==> src/rtl/hazard_ctrl_pkg.sv <==
// Shared pipeline definitions: control-state encodings and counter defaults.
// No logic; imported by the hazard controller, its interface and its sub-modules.
package hazard_ctrl_pkg;

   typedef enum logic [1:0] {
      ST_RUN    = 2'd0,
      ST_DRAIN  = 2'd1,
      ST_HALTED = 2'd2,
      ST_BAD    = 2'd3
   } ctrl_state_e;

   localparam int DEF_CNT_WIDTH   = 16;
   localparam int DRAIN_CNT_WIDTH = 4;

endpackage

==> src/rtl/hazard_ctrl_if.sv <==
// Bundle between the pipeline stages and the hazard controller.
// Pure wiring; master drives the ID/EX observations, slave returns the stage enables.
interface hazard_ctrl_if
   import hazard_ctrl_pkg::*;
#(
   parameter int REG_NUM_BITWIDTH = 5,
   parameter int CNT_WIDTH        = DEF_CNT_WIDTH
);
   logic [REG_NUM_BITWIDTH-1:0] id_Rs1;
   logic [REG_NUM_BITWIDTH-1:0] id_Rs2;
   logic                        id_usesRs1;
   logic                        id_usesRs2;
   logic                        ex_memRead;
   logic [REG_NUM_BITWIDTH-1:0] ex_regToWrite;
   logic                        ex_branchTaken;
   logic                        halt_req;
   logic                        cnt_clr;

   logic                        pcWrite;
   logic                        ifidWrite;
   logic                        ifidFlush;
   logic                        doNOP;
   logic                        halted;
   logic [1:0]                  ctrl_state;
   logic [CNT_WIDTH-1:0]        stall_cnt;
   logic [CNT_WIDTH-1:0]        flush_cnt;

   modport master (
      output id_Rs1, id_Rs2, id_usesRs1, id_usesRs2, ex_memRead, ex_regToWrite,
             ex_branchTaken, halt_req, cnt_clr,
      input  pcWrite, ifidWrite, ifidFlush, doNOP, halted, ctrl_state, stall_cnt, flush_cnt
   );

   modport slave (
      input  id_Rs1, id_Rs2, id_usesRs1, id_usesRs2, ex_memRead, ex_regToWrite,
             ex_branchTaken, halt_req, cnt_clr,
      output pcWrite, ifidWrite, ifidFlush, doNOP, halted, ctrl_state, stall_cnt, flush_cnt
   );

endinterface

==> src/rtl/hazard_ctrl_sat_counter.sv <==
// Saturating event counter with synchronous clear (clear beats increment).
// Latency: count visible the cycle after inc_i; no backpressure.
module sat_counter #(
   parameter int WIDTH = 16
) (
   input  logic             clk,
   input  logic             rst_n,
   input  logic             inc_i,
   input  logic             clr_i,
   output logic [WIDTH-1:0] cnt_o
);

   logic [WIDTH-1:0] cnt_q;
   logic [WIDTH-1:0] cnt_d;

   always_comb begin
      cnt_d = cnt_q;
      if (clr_i) begin
         cnt_d = '0;
      end else if (inc_i && (cnt_q != '1)) begin
         cnt_d = cnt_q + WIDTH'(1);
      end
   end

   always_ff @(posedge clk or negedge rst_n) begin
      if (!rst_n) begin
         cnt_q <= '0;
      end else begin
         cnt_q <= cnt_d;
      end
   end

   assign cnt_o = cnt_q;

endmodule

==> src/rtl/hazard_ctrl.sv <==
// Pipeline hazard controller: load-use stalls, branch flushes, drain-then-halt sequencing.
// Latency: 0 (outputs combinational from state + inputs); backpressure via pcWrite/ifidWrite low.
module hazard_ctrl
   import hazard_ctrl_pkg::*;
#(
   parameter int REG_NUM_BITWIDTH = 5,
   parameter int CNT_WIDTH        = DEF_CNT_WIDTH,
   parameter int DRAIN_CYCLES     = 3
) (
   input logic          clk,
   input logic          rst_n,
   hazard_ctrl_if.slave bus
);

   localparam logic [DRAIN_CNT_WIDTH-1:0] DRAIN_LOAD = DRAIN_CNT_WIDTH'(DRAIN_CYCLES - 1);

   ctrl_state_e                state_q, state_d;
   logic [DRAIN_CNT_WIDTH-1:0] drain_q, drain_d;
   logic                       load_use;
   logic                       stall_inc;
   logic                       pc_wr, ifid_wr, ifid_fl, do_nop, hlt;

   assign load_use = bus.ex_memRead && (bus.ex_regToWrite != '0) &&
                     ((bus.id_usesRs1 && (bus.id_Rs1 == bus.ex_regToWrite)) ||
                      (bus.id_usesRs2 && (bus.id_Rs2 == bus.ex_regToWrite)));

   always_comb begin
      state_d   = state_q;
      drain_d   = drain_q;
      pc_wr     = 1'b0;
      ifid_wr   = 1'b0;
      ifid_fl   = 1'b0;
      do_nop    = 1'b1;
      hlt       = 1'b0;
      stall_inc = 1'b0;
      case (state_q)
         ST_RUN: begin
            if (bus.ex_branchTaken) begin
               pc_wr   = 1'b1;
               ifid_wr = 1'b1;
               ifid_fl = 1'b1;
            end else if (load_use) begin
               stall_inc = 1'b1;
            end else begin
               pc_wr   = 1'b1;
               ifid_wr = 1'b1;
               do_nop  = 1'b0;
               if (bus.halt_req) begin
                  state_d = ST_DRAIN;
                  drain_d = DRAIN_LOAD;
               end
            end
         end
         ST_DRAIN: begin
            // Fetch keeps redirecting on a resolved branch so the PC is right when we resume.
            pc_wr   = bus.ex_branchTaken;
            ifid_fl = bus.ex_branchTaken;
            if (!bus.halt_req) begin
               state_d = ST_RUN;
            end else if (drain_q == '0) begin
               state_d = ST_HALTED;
            end else begin
               drain_d = drain_q - DRAIN_CNT_WIDTH'(1);
            end
         end
         ST_HALTED: begin
            hlt = 1'b1;
            if (!bus.halt_req) begin
               state_d = ST_RUN;
            end
         end
         default: state_d = ST_RUN;
      endcase
      if (!rst_n) begin
         pc_wr     = 1'b0;
         ifid_wr   = 1'b0;
         ifid_fl   = 1'b0;
         do_nop    = 1'b1;
         hlt       = 1'b0;
         stall_inc = 1'b0;
      end
   end

   always_ff @(posedge clk or negedge rst_n) begin
      if (!rst_n) begin
         state_q <= ST_RUN;
         drain_q <= '0;
      end else begin
         state_q <= state_d;
         drain_q <= drain_d;
      end
   end

   sat_counter #(.WIDTH(CNT_WIDTH)) u_stall_cnt (
      .clk   (clk),
      .rst_n (rst_n),
      .inc_i (stall_inc),
      .clr_i (bus.cnt_clr),
      .cnt_o (bus.stall_cnt)
   );

   sat_counter #(.WIDTH(CNT_WIDTH)) u_flush_cnt (
      .clk   (clk),
      .rst_n (rst_n),
      .inc_i (ifid_fl),
      .clr_i (bus.cnt_clr),
      .cnt_o (bus.flush_cnt)
   );

   assign bus.pcWrite    = pc_wr;
   assign bus.ifidWrite  = ifid_wr;
   assign bus.ifidFlush  = ifid_fl;
   assign bus.doNOP      = do_nop;
   assign bus.halted     = hlt;
   assign bus.ctrl_state = rst_n ? state_q : ST_RUN;

endmodule

==> src/flat_wrapper.sv <==
// flat-port wrapper written by rule: the top's interface ports become plain ports
module hazard_ctrl_flat import hazard_ctrl_pkg::*;
#(
   parameter int REG_NUM_BITWIDTH = 5,
   parameter int CNT_WIDTH        = DEF_CNT_WIDTH,
   parameter int DRAIN_CYCLES     = 3
)
  (clk, rst_n, bus_id_Rs1, bus_id_Rs2, bus_id_usesRs1, bus_id_usesRs2, bus_ex_memRead, bus_ex_regToWrite, bus_ex_branchTaken, bus_halt_req, bus_cnt_clr, bus_pcWrite, bus_ifidWrite, bus_ifidFlush, bus_doNOP, bus_halted, bus_ctrl_state, bus_stall_cnt, bus_flush_cnt);
  hazard_ctrl_if #(.REG_NUM_BITWIDTH(REG_NUM_BITWIDTH), .CNT_WIDTH(CNT_WIDTH)) bus_i ();
  input logic clk;
  input logic rst_n;
  input wire logic [$bits(bus_i.id_Rs1)-1:0] bus_id_Rs1;
  input wire logic [$bits(bus_i.id_Rs2)-1:0] bus_id_Rs2;
  input wire logic [$bits(bus_i.id_usesRs1)-1:0] bus_id_usesRs1;
  input wire logic [$bits(bus_i.id_usesRs2)-1:0] bus_id_usesRs2;
  input wire logic [$bits(bus_i.ex_memRead)-1:0] bus_ex_memRead;
  input wire logic [$bits(bus_i.ex_regToWrite)-1:0] bus_ex_regToWrite;
  input wire logic [$bits(bus_i.ex_branchTaken)-1:0] bus_ex_branchTaken;
  input wire logic [$bits(bus_i.halt_req)-1:0] bus_halt_req;
  input wire logic [$bits(bus_i.cnt_clr)-1:0] bus_cnt_clr;
  output wire logic [$bits(bus_i.pcWrite)-1:0] bus_pcWrite;
  output wire logic [$bits(bus_i.ifidWrite)-1:0] bus_ifidWrite;
  output wire logic [$bits(bus_i.ifidFlush)-1:0] bus_ifidFlush;
  output wire logic [$bits(bus_i.doNOP)-1:0] bus_doNOP;
  output wire logic [$bits(bus_i.halted)-1:0] bus_halted;
  output wire logic [$bits(bus_i.ctrl_state)-1:0] bus_ctrl_state;
  output wire logic [$bits(bus_i.stall_cnt)-1:0] bus_stall_cnt;
  output wire logic [$bits(bus_i.flush_cnt)-1:0] bus_flush_cnt;
  assign bus_i.id_Rs1 = bus_id_Rs1;
  assign bus_i.id_Rs2 = bus_id_Rs2;
  assign bus_i.id_usesRs1 = bus_id_usesRs1;
  assign bus_i.id_usesRs2 = bus_id_usesRs2;
  assign bus_i.ex_memRead = bus_ex_memRead;
  assign bus_i.ex_regToWrite = bus_ex_regToWrite;
  assign bus_i.ex_branchTaken = bus_ex_branchTaken;
  assign bus_i.halt_req = bus_halt_req;
  assign bus_i.cnt_clr = bus_cnt_clr;
  assign bus_pcWrite = bus_i.pcWrite;
  assign bus_ifidWrite = bus_i.ifidWrite;
  assign bus_ifidFlush = bus_i.ifidFlush;
  assign bus_doNOP = bus_i.doNOP;
  assign bus_halted = bus_i.halted;
  assign bus_ctrl_state = bus_i.ctrl_state;
  assign bus_stall_cnt = bus_i.stall_cnt;
  assign bus_flush_cnt = bus_i.flush_cnt;
  hazard_ctrl #(.REG_NUM_BITWIDTH(REG_NUM_BITWIDTH), .CNT_WIDTH(CNT_WIDTH), .DRAIN_CYCLES(DRAIN_CYCLES)) u_core (.clk(clk), .rst_n(rst_n), .bus(bus_i));
endmodule
==> config.mk <==
export PLATFORM = sky130hd
export DESIGN_NAME = hazard_ctrl_flat
export DESIGN_NICKNAME = d
export VERILOG_FILES = /design/src/rtl/hazard_ctrl_pkg.sv /design/src/rtl/hazard_ctrl_if.sv /design/src/rtl/hazard_ctrl_sat_counter.sv /design/src/rtl/hazard_ctrl.sv /design/src/flat_wrapper.sv
export SDC_FILE = /design/constraint.sdc
export NUM_CORES = 1
export LEC_CHECK = 0
export BUFFER_PORTS_ARGS = -buffer_cell sky130_fd_sc_hd__buf_2
export CORE_UTILIZATION = 28
export DETAILED_ROUTE_END_ITERATION = 8
export GPL_TIMING_DRIVEN = 0
export SLEW_MARGIN = 25
export SYNTH_ARGS = -nofsm -noshare
export SYNTH_HDL_FRONTEND = slang
export SYNTH_SLANG_ARGS = --single-unit
==> constraint.sdc <==
create_clock -name clk -period 5 [get_ports clk]
set_input_delay 0.75 -clock clk [delete_from_list [all_inputs] [get_ports clk]]
set_output_delay 0.75 -clock clk [all_outputs]
set_load 0.05 [all_outputs]
==> impl_metrics.env <==
export IMPL_drc=0
export IMPL_finalHoldViolations=0
export IMPL_yosys_area_top_type="dfrtp_1"
export IMPL_fin_nets=365
export IMPL_synth_seq_area_share_pct=39.0
export IMPL_crit_path_cell_trace="buf_2 > xor2_1 > nor4_2 > a32oi_1 > clkbuf_1 > nor2_1 > o21ai_1 > buf_2"
export IMPL_drive_gt1_share_pct=24.8
export IMPL_ys_flop_type="dfrtp_1"
export IMPL_cp_slowest_stage_delay_ps=370
export IMPL_synth_area_top_cells="dfrtp_1, mux2_1, nand4_1"
export IMPL_diodes=0
export IMPL_layout_min_cycle_time_ps=3160
export IMPL_antenna_found_initial=0
export IMPL_muxShareOfSynthArea_pct=5.07
export IMPL_grt_overflow_total=0
export IMPL_synthXorXnorAreaFrac_pct=5.74
export IMPL_p_sw_share_pct=29.4
export IMPL_port_buffers=61
export IMPL_startpoint_type="primary input"
export IMPL_rows=33
export IMPL_cts_tree="yes"
export IMPL_insertion_delay_ps=300
export IMPL_core_area_um2=8340
export IMPL_cts_buffers=5
export IMPL_htreeDepth=2
export IMPL_grt_pass1_wl_um=10700
export IMPL_drt_pass1_iterations=4
export IMPL_end_kind="output pin"
export IMPL_place_congestion=0.798
export IMPL_synth_common_cells="dfrtp_1, nor2_1, a21oi_1"
export IMPL_max_slew_margin_pct=64.2
export IMPL_grtUsageTotal_pct=15.0
export IMPL_required_ps=4250
export IMPL_r2r_slack_ps=2590
export IMPL_hp_class="primary input to async pin"
export IMPL_finClkSkew_ps=14.0
export IMPL_ant_nets=0
export IMPL_post_route_period_util_pct=63.2
export IMPL_finalNonFillerCells=444
export IMPL_clk_path_buf_depth=2
export IMPL_area_growth_pct=23.8
export IMPL_grt_max_degree=43
export IMPL_syn_avg_cell_area_um2=9.04
export IMPL_ys_ff_latch=38
export IMPL_setup_violations=0
export IMPL_seqPwrFrac_pct=41.3
export IMPL_clkPwrFrac_pct=39.5
export IMPL_status="completed"
export IMPL_internal_power_mw=0.599
export IMPL_cp_max_fo=10
export IMPL_cpLargestDelayFamily="buffers and inverters"
export IMPL_r2r_start="u_core.u_stall_cnt.cnt_o[0]$_DFFE_PN0P_"
export IMPL_synth_edff_count=0
export IMPL_ys_warn_count=0
export IMPL_max_cap_viol_count=0
export IMPL_synth_top_family_by_area="simple AND/OR/NAND/NOR gates"
export IMPL_postCtsSetupRepairBufs=0
export IMPL_cp_num_buf_inv=3
export IMPL_ctsHoldBuffers=0
export IMPL_drv_slew=0
export IMPL_wirelength_um=6300
export IMPL_ys_async_sr_fraction_pct=100
export IMPL_fmax_ghz=0.316
export IMPL_p_sw_mw=0.249
export IMPL_power_density_nw_per_um2=280
export IMPL_grt_pass1_vias=2278
export IMPL_drt_iter0_markers=106
export IMPL_dp_hpwl_um=4650
export IMPL_yosysMostFrequentCell="dfrtp_1"
export IMPL_cp_slowest_cell="clkbuf_1"
export IMPL_ir_drop_mv=0.120
export IMPL_clock_sink_count=38
export IMPL_critPathKind="primary input to output pin"
export IMPL_reg2reg_to="u_core.u_stall_cnt.cnt_o[8]$_DFFE_PN0P_"
export IMPL_clkTransAtPathRegs_ps=90
export IMPL_ctsResizeCount=0
export IMPL_io_pins=62
export IMPL_worst_pin_slew_ps=537
export IMPL_combPwrFrac_pct=19.2
export IMPL_cpMostUsedCell="buf_2"
export IMPL_dp_cells=436
export IMPL_timing_setup_tns_ps=0
export IMPL_rsz0062_at_grt="no"
export IMPL_synthCells=270
export IMPL_synth_compound_area_share_pct=12.7
export IMPL_power_leakage_nw=1.35
export IMPL_worstRegToRegCells=9
export IMPL_dieArea_um2=9100
export IMPL_yosysUniqueCellTypes=48
export IMPL_avgRoutedWirePerCell_um=14.2
export IMPL_die_x_um=95.4
export IMPL_clockRootBuffer="clkbuf_8"
export IMPL_start_util_pct=29.3
export IMPL_synth_fp_nets=297
export IMPL_synth_simple_area_share_pct=31.5
export IMPL_drt_vias_per_instance=5.23
export IMPL_synthAdderAreaFrac_pct=2.05
export IMPL_syn_cell_area_um2=2440
export IMPL_power_total_mw=0.847
export IMPL_cp_arrival_ps=2410
export IMPL_synth_top_cell_area_share_pct=39.0
export IMPL_num_vias=2324
export IMPL_die_y_um=95.4
## cells in the final DEF, fill, tap and decap left out, drive strengths merged, types with 6 or more instances in the layout
cell and instances:
nor3 8, xnor2 8, inv 7, a21oi 19, nand2 12, mux2 11
nor4 6, and3 6, buf 66, and2 6, nor2 24, nand3 10
dfrtp 38, or4 6, nor2b 11, o21ai 15, clkbuf 15, xor2 8
nand4 16, or3 6
## kinds of logic after synthesis
| family | after synthesis |
|---|---|
| compound gates | 51 |
| xor+xnor | 16 |
| fa+ha+maj | 4 |
| buf+inv | 21 |
| flops | 38 |
| mux | 11 |
| simple gates | 129 |
## how the worst max path moves through the flow
| stage | startpoint | to | slack, ps | depth (start not counted) |
|---|---|---|---|---|
| after floorplan | bus_ex_regToWrite[3] | bus_doNOP | 1630 | 5 |
| after global placement | rst_n | bus_doNOP | 1650 | 5 |
| after detailed placement | rst_n | bus_doNOP | 1650 | 5 |
| after CTS | rst_n | bus_doNOP | 1640 | 5 |
| after global routing | bus_ex_regToWrite[3] | bus_pcWrite | 1680 | 8 |
| final | bus_ex_regToWrite[3] | bus_pcWrite | 1840 | 8 |
## routing by layer
layer | up-vias | part of all wire, % | GRT usage (%)
met3 | 5 | 5.0 | 2.95
met1 | 1126 | 46 | 19.6
met5 | - | 0 | 0
li1 | 1135 | - | -
met2 | 58 | 48 | 24.8
met4 | 0 | 1.2 | 4.48
## final cells by class
type	count	area, um2
Inverter	7	26.3
Timing Repair Buffer	61	308
Clock inverter	2	60.1
Fill cell	880	5320
Tap cell	105	131
Clock buffer	6	82.6
Multi-Input combinational cell	211	1390
Sequential cell	38	951
Buffer	14	71.3
## power by group through the flow
stage	clock network [mW]	logic [mW]	registers [mW]
final	0.334	0.163	0.350
after floorplan	0	0.111	0.354
after global placement	0	0.160	0.355
after detailed placement	0	0.165	0.356
after global routing	0.350	0.184	0.354
after CTS	0.339	0.165	0.349
## stage by stage
stage / setup WS (ps) / hold slack [ps] / utilization (%) / cell area (um2)
floorplan: 1630 / 454 / - / 2440
global placement: 1650 / 552 / 34.5 / 2880
detailed placement: 1650 / 553 / 34.5 / 2880
CTS: 1640 / 564 / 36.2 / 3020
global route: 1680 / 473 / 36.2 / 3020
finish: 1840 / 422 / 36.2 / 3020
## flip-flops by register name (all words and copies together), names as in the netlist
name	flops
u_core.u_stall_cnt.cnt_o	16
u_core.drain_q	4
u_core.u_flush_cnt.cnt_o	16
u_core.state_q	2
Power figures use the tool's default switching activity.
